## src/rtl/ptw_refill_ctrl.sv

```systemverilog
// Sv32 page-table walker and TLB refill controller with round-robin I/D miss arbitration.
// Define PTW_SUPERPAGE_EN to accept level-1 leaves as 4 MiB superpages; otherwise they fault.
module ptw_refill_ctrl #(
    parameter  int TLB_ENTRIES = 16,
    localparam int IW          = $clog2(TLB_ENTRIES)
) (
    input  logic          clk,
    input  logic          reset_n,
    input  logic [31:0]   satp,
    input  logic          i_req,
    input  logic [31:0]   i_vaddr,
    input  logic          d_req,
    input  logic [31:0]   d_vaddr,
    input  logic          d_is_store,
    output logic          mem_req,
    output logic [31:0]   mem_addr,
    input  logic          mem_ack,
    input  logic [31:0]   mem_rdata,
    output logic          tlb_we,
    output logic [31:0]   tlb_vpn,
    output logic [31:0]   tlb_ppn_perms,
    output logic [IW-1:0] tlb_index,
    output logic          i_done,
    output logic          d_done,
    output logic          fault,
    output logic [4:0]    fault_cause
);
    typedef enum logic [1:0] {S_IDLE, S_WALK1, S_WALK0, S_RESP} state_t;

    state_t        r_state;
    logic          r_i_pend, r_d_pend, r_last_i, r_side_i, r_is_store;
    logic [19:0]   r_vpn;
    logic          r_mem_req;
    logic [31:0]   r_mem_addr;
    logic          r_tlb_we;
    logic [31:0]   r_tlb_vpn, r_tlb_ppn_perms;
    logic [IW-1:0] r_tlb_index;
    logic          r_i_done, r_d_done, r_fault;
    logic [4:0]    r_fault_cause;

    logic          w_grant_d, w_grant_i;
    logic [19:0]   w_va_sel;
    logic          w_pte_invalid, w_pte_leaf, w_perm_ok, w_leaf_ok;
    logic [4:0]    w_cause;
    logic          w_finish, w_ok;
    logic [19:0]   w_ppn;
    logic          w_unused;

    // D wins a tie unless it was granted last.
    assign w_grant_d = r_d_pend & (~r_i_pend | r_last_i);
    assign w_grant_i = r_i_pend & ~w_grant_d;
    assign w_va_sel  = w_grant_d ? d_vaddr[31:12] : i_vaddr[31:12];

    assign w_pte_invalid = ~mem_rdata[0] | (~mem_rdata[1] & mem_rdata[2]) | (|mem_rdata[31:30]);
    assign w_pte_leaf    = mem_rdata[1] | mem_rdata[3];
    assign w_perm_ok     = r_side_i ? mem_rdata[3] : (r_is_store ? mem_rdata[2] : mem_rdata[1]);
    assign w_leaf_ok     = w_perm_ok & mem_rdata[6] & (~r_is_store | mem_rdata[7]);
    assign w_cause       = r_side_i ? 5'd12 : (r_is_store ? 5'd15 : 5'd13);

    assign w_unused = ^{satp[30:20], i_vaddr[11:0], d_vaddr[11:0], mem_rdata[9:8]};

    // NOTE: every variable gets a default before any branch so no latch is inferred.
    always_comb begin
        w_finish = 1'b0;
        w_ok     = 1'b0;
        w_ppn    = mem_rdata[29:10];
        if (r_state == S_WALK1 && mem_ack) begin
            w_finish = w_pte_invalid | w_pte_leaf;
`ifdef PTW_SUPERPAGE_EN
            w_ok  = ~w_pte_invalid & w_pte_leaf & w_leaf_ok & (mem_rdata[19:10] == 10'd0);
            w_ppn = {mem_rdata[29:20], r_vpn[9:0]};
`endif
        end else if (r_state == S_WALK0 && mem_ack) begin
            w_finish = 1'b1;
            w_ok     = ~w_pte_invalid & w_pte_leaf & w_leaf_ok;
        end
    end

    // NOTE: sequential state uses non-blocking assignments; the later write in RESP wins over capture.
    always_ff @(posedge clk or negedge reset_n) begin
        if (!reset_n) begin
            r_state         <= S_IDLE;
            r_i_pend        <= 1'b0;
            r_d_pend        <= 1'b0;
            r_last_i        <= 1'b1;
            r_side_i        <= 1'b0;
            r_is_store      <= 1'b0;
            r_vpn           <= '0;
            r_mem_req       <= 1'b0;
            r_mem_addr      <= '0;
            r_tlb_we        <= 1'b0;
            r_tlb_vpn       <= '0;
            r_tlb_ppn_perms <= '0;
            r_tlb_index     <= '0;
            r_i_done        <= 1'b0;
            r_d_done        <= 1'b0;
            r_fault         <= 1'b0;
            r_fault_cause   <= '0;
        end else begin
            if (i_req && !r_i_pend) r_i_pend <= 1'b1;
            if (d_req && !r_d_pend) r_d_pend <= 1'b1;

            case (r_state)
                S_IDLE: begin
                    if (r_i_pend || r_d_pend) begin
                        r_side_i   <= w_grant_i;
                        r_last_i   <= w_grant_i;
                        r_is_store <= w_grant_d & d_is_store;
                        r_vpn      <= w_va_sel;
                        if (satp[31]) begin
                            r_mem_req  <= 1'b1;
                            r_mem_addr <= {satp[19:0], w_va_sel[19:10], 2'b00};
                            r_state    <= S_WALK1;
                        end else begin
                            r_i_done <= w_grant_i;
                            r_d_done <= w_grant_d;
                            r_state  <= S_RESP;
                        end
                    end
                end
                S_WALK1, S_WALK0: begin
                    if (w_finish) begin
                        r_mem_req       <= 1'b0;
                        r_i_done        <= r_side_i;
                        r_d_done        <= ~r_side_i;
                        r_fault         <= ~w_ok;
                        r_fault_cause   <= w_ok ? 5'd0 : w_cause;
                        r_tlb_we        <= w_ok;
                        r_tlb_vpn       <= w_ok ? {12'b0, r_vpn} : 32'd0;
                        r_tlb_ppn_perms <= w_ok ? {w_ppn, 4'b0, mem_rdata[7:0]} : 32'd0;
                        r_state         <= S_RESP;
                    end else if (mem_ack) begin
                        // Only a level-1 pointer reaches here; mem_req stays high across levels.
                        r_mem_addr <= {mem_rdata[29:10], r_vpn[9:0], 2'b00};
                        r_state    <= S_WALK0;
                    end
                end
                S_RESP: begin
                    if (r_side_i) r_i_pend <= 1'b0;
                    else          r_d_pend <= 1'b0;
                    if (r_tlb_we) r_tlb_index <= r_tlb_index + IW'(1);
                    r_i_done        <= 1'b0;
                    r_d_done        <= 1'b0;
                    r_fault         <= 1'b0;
                    r_fault_cause   <= '0;
                    r_tlb_we        <= 1'b0;
                    r_tlb_vpn       <= '0;
                    r_tlb_ppn_perms <= '0;
                    r_state         <= S_IDLE;
                end
                default: r_state <= S_IDLE;
            endcase
        end
    end

    assign mem_req       = r_mem_req;
    assign mem_addr      = r_mem_addr;
    assign tlb_we        = r_tlb_we;
    assign tlb_vpn       = r_tlb_vpn;
    assign tlb_ppn_perms = r_tlb_ppn_perms;
    assign tlb_index     = r_tlb_index;
    assign i_done        = r_i_done;
    assign d_done        = r_d_done;
    assign fault         = r_fault;
    assign fault_cause   = r_fault_cause;
endmodule

```

## config.mk

```make
export PLATFORM = sky130hd
export DESIGN_NAME = ptw_refill_ctrl
export DESIGN_NICKNAME = d
export VERILOG_FILES = /design/src/rtl/ptw_refill_ctrl.sv
export SDC_FILE = /design/constraint.sdc
export NUM_CORES = 1
export LEC_CHECK = 0
export ABC_CLOCK_PERIOD_IN_PS = 5960
export BUFFER_PORTS_ARGS = -buffer_cell sky130_fd_sc_hd__buf_2
export CAP_MARGIN = 20
export CORE_AREA = 2 2 138 174
export DETAILED_ROUTE_END_ITERATION = 8
export DIE_AREA = 0 0 140 176
export REMOVE_ABC_BUFFERS = 1
export SYNTH_ARGS = -nofsm -noshare
export SYNTH_HDL_FRONTEND = slang
export SYNTH_SLANG_ARGS = --single-unit
```

## constraint.sdc

```tcl
create_clock -name clk -period 5.96 [get_ports clk]
set_input_delay 0.596 -clock clk [delete_from_list [all_inputs] [get_ports clk]]
set_output_delay 0.596 -clock clk [all_outputs]
set_load 0.05 [all_outputs]
```

==> metrics.yaml <==
synthesis:
  yosysTopAreaCell: "dfrtp_1"
  ys_types: 44
  ys_top_cells_by_area: "dfrtp_1, mux2_2, o31ai_1"
  synth_ff_type: "dfrtp_1"
  async_flop_share_pct: 100.0
  synth_most_common_cell: "dfrtp_1"
  synth.area.mux_share_pct: 12.24
  synthCells: 565
  synth_fa_ha_area_share_pct: 1.099
  synth_xor_area_share_pct: 0.4616
  synth_compound_area_share_pct: 15.52
  ys_seq_area_share_pct: 51.02
  synthTopCellsByCount: "dfrtp_1, nand2_1, inv_1"
  synth_top_family_by_area: "compound AO/OA/AOI/OAI gates"
  syn_area_per_cell_um2: 10.07
  ys_ff_latch: 116
  yosys_warnings: 0
  synth_area_mm2: 0.005692
  synthSimpleGateAreaFrac_pct: 9.189
  synth_top_area_share_pct: 50.56
  synth_edf_count: 0
die:
  core-area_mm2: 0.02288
  die_h_um: 176
  dieWidth_um: 140
  ios: 244
  die_area_mm2: 0.02464
  start_util_pct: 24.87
  fp-row-count: 62
clock_network:
  post_cts_resized: 0
  htreeDepth: 4
  cts_buffers: 17
  post_cts_buffers: 0
  cts-root-buf: "clkbuf_16"
  cts_buffer_depth: 2
  cts_hold_buf: 0
  clk_pin_slew_worst_paths_ps: 60
  cts_tree: "done"
  clk_latency_ps: 410
  clkSinkCount: 116
setup_path:
  cp_top_family: "compound AO/OA/AOI/OAI gates"
  critical_path_required_ps: 6260
  critical_path_arrival_ps: 3480
  endpoint_kind: "register"
  worst_path_max_delay_cell: "a211o_2"
  cp-start-kind: "register"
  crit_path_max_fanout: 31
  crit_buf_inv: 2
  crit_chain: "inv_1 > ha_2 > buf_4 > nand2b_1 > o21ai_0 > a211o_2 > mux2_2"
  slowest_delay_ps: 710
  critPathKind: "register to register"
timing:
  max_slew_margin_pct: 36.54
  tns_ps: 0
  setup_viol_count_final: 0
  period_needed_ps: 3186
  timing.fmax_ghz: 0.3139
  maxSlewViolCount: 0
  worst_clock_skew_ps: 7.490
  finalCritPeriodShare_pct: 53.45
  hold_viol: 0
  rsz0062_at_grt: "false"
  worst_pin_slew_ps: 951.8
final_layout:
  area_growth_pct: 31.81
  drive_above_1_share_pct: 37.72
  fillers: 2353
  seqCellArea_mm2: 0.002904
  fin_util_pct: 32.78
  multiInputGateArea_mm2: 0.002290
  nets: 879
outcome:
  run_status: "finished with violations"
  violations: "design-rule violations"
power:
  vdd_drop_max_mv: 0.2390
  powerDensity_mw_per_mm2: 625.7
  leakage_nw: 3.788
global_routing:
  antenna_found_initial: 2
  grt_pass1_wl_mm: 24.50
  grt_max_degree: 71
  grt_pass1_vias: 4374
  grt-ovfl-total: 0
  grtUsageTotal_pct: 13.19
drt:
  via_per_inst: 4.451
  drtIter0Drc: 225
  drc: 28
  routed-via-count: 4647
  finalWirelength_mm: 16.28
  first_pass_iters: 9
  ant_nets: 0
  drt-wirelength-per-cell_um: 15.60
place:
  dp_hpwl_mm: 11.00
  portBuffers: 187
  gp_congestion: 0.7851
worst_hold_path:
  hold_class: "input port to asynchronous set/reset pin"
run:
  cap_violations: 0
[worst reg2reg max path: cells and delay by family, from the launching register on]
kind,cells,cell delay (ps)
AOI/OAI and AO/OA,2,840
adders and majority gates,1,610
buffers and inverters,2,580
muxes,1,430
DFF,1,390
and+or+nand+nor,1,230
[through the flow]
| stage | setup WS, ps | cells | hold WS, ps | power (mW) | cell area, um^2 |
|---|---|---|---|---|---|
| 3_5_place_dp | 2616 | 1007 | 460.4 | 3.577 | 6809 |
| 2_1_floorplan | 1563 | 524 | 300.4 | 2.848 | 5411 |
| 6_report | 2774 | 1044 | 291.8 | 4.694 | 7502 |
| 3_3_place_gp | 2661 | 1007 | 454.7 | 3.549 | 6809 |
| 5_1_grt | 2445 | 1043 | 371.3 | 5.012 | 7500 |
| 4_1_cts | 2603 | 1039 | 351.7 | 4.711 | 7447 |
[cell usage in the layout (no fill, tap or decap), drive strengths merged, types with 19 or more instances in the layout]
cell type	count
nand2	87
mux2	53
o31ai	48
a21oi	29
dfrtp	115
clkbuf	24
o21ai	34
buf	197
conb	19
inv	65
[cells by family (layout without fill, tap and decap cells)]
kind of cell / after synthesis / count (layout)
AOI/OAI and AO/OA: 134 / 134
buffers and inverters: 124 / 294
and+or+nand+nor: 119 / 119
DFF: 116 / 116
muxes: 63 / 63
adders and majority gates: 5 / 5
xor gates and xnor gates: 3 / 3
other: 1 / 22
[layer usage]
metal | GRT usage (%) | vias up | share of wire, %
li1 | - | 2269 | -
met1 | 15.81 | 2202 | 43
met2 | 22.48 | 150 | 49
met3 | 3.336 | 26 | 5.4
met4 | 5.766 | 0 | 2.8
met5 | 0 | - | 0
[power by group]
| part | internal, mW | total [mW] | switching, mW |
|---|---|---|---|
| clock | 0.744 | 1.11 | 0.370 |
| combinational | 0.822 | 2.43 | 1.61 |
| sequential | 1.02 | 1.15 | 0.127 |
| total | 2.59 | 4.69 | 2.10 |
[flip-flops by register name (all words and copies together) (netlist names)]
register / flops
r_state: 2
r_vpn: 20
r_last_i: 1
r_side_i: 1
i_done: 1
tlb_ppn_perms: 28
tlb_index: 4
tlb_vpn: 20
r_i_pend: 1
r_is_store: 1
mem_req: 1
fault_cause: 3
mem_addr: 30
r_d_pend: 1
d_done: 1
tlb_we: 1
[layout make-up]
| type | instances | area share, % |
|---|---|---|
| Sequential cell | 116 | 38.71 |
| Multi-Input combinational cell | 343 | 30.52 |
| Timing Repair Buffer | 197 | 14.11 |
| Clock buffer | 24 | 6.554 |
| Tap cell | 288 | 4.803 |
| Inverter | 65 | 3.252 |
| Clock inverter | 8 | 1.951 |
| Antenna cell | 3 | 0.1001 |
[path summary, 6_finish.rpt]
| path | start | end | slack [ps] | cells after the start |
|---|---|---|---|---|
| max | r_state[1] | mem_addr[18] | 2770 | 7 |
| min | reset_n | mem_addr[17] | 290 | 1 |
| max reg2reg | r_state[1] | mem_addr[18] | 2770 | 7 |
| min reg2reg | tlb_vpn[0] | tlb_vpn[0] | 470 | 2 |
| max in group asynchronous | reset_n | r_vpn[17] | 4440 | 2 |
| min in group clk | d_is_store | r_is_store | 400 | 2 |
Power figures use the tool's default switching activity.
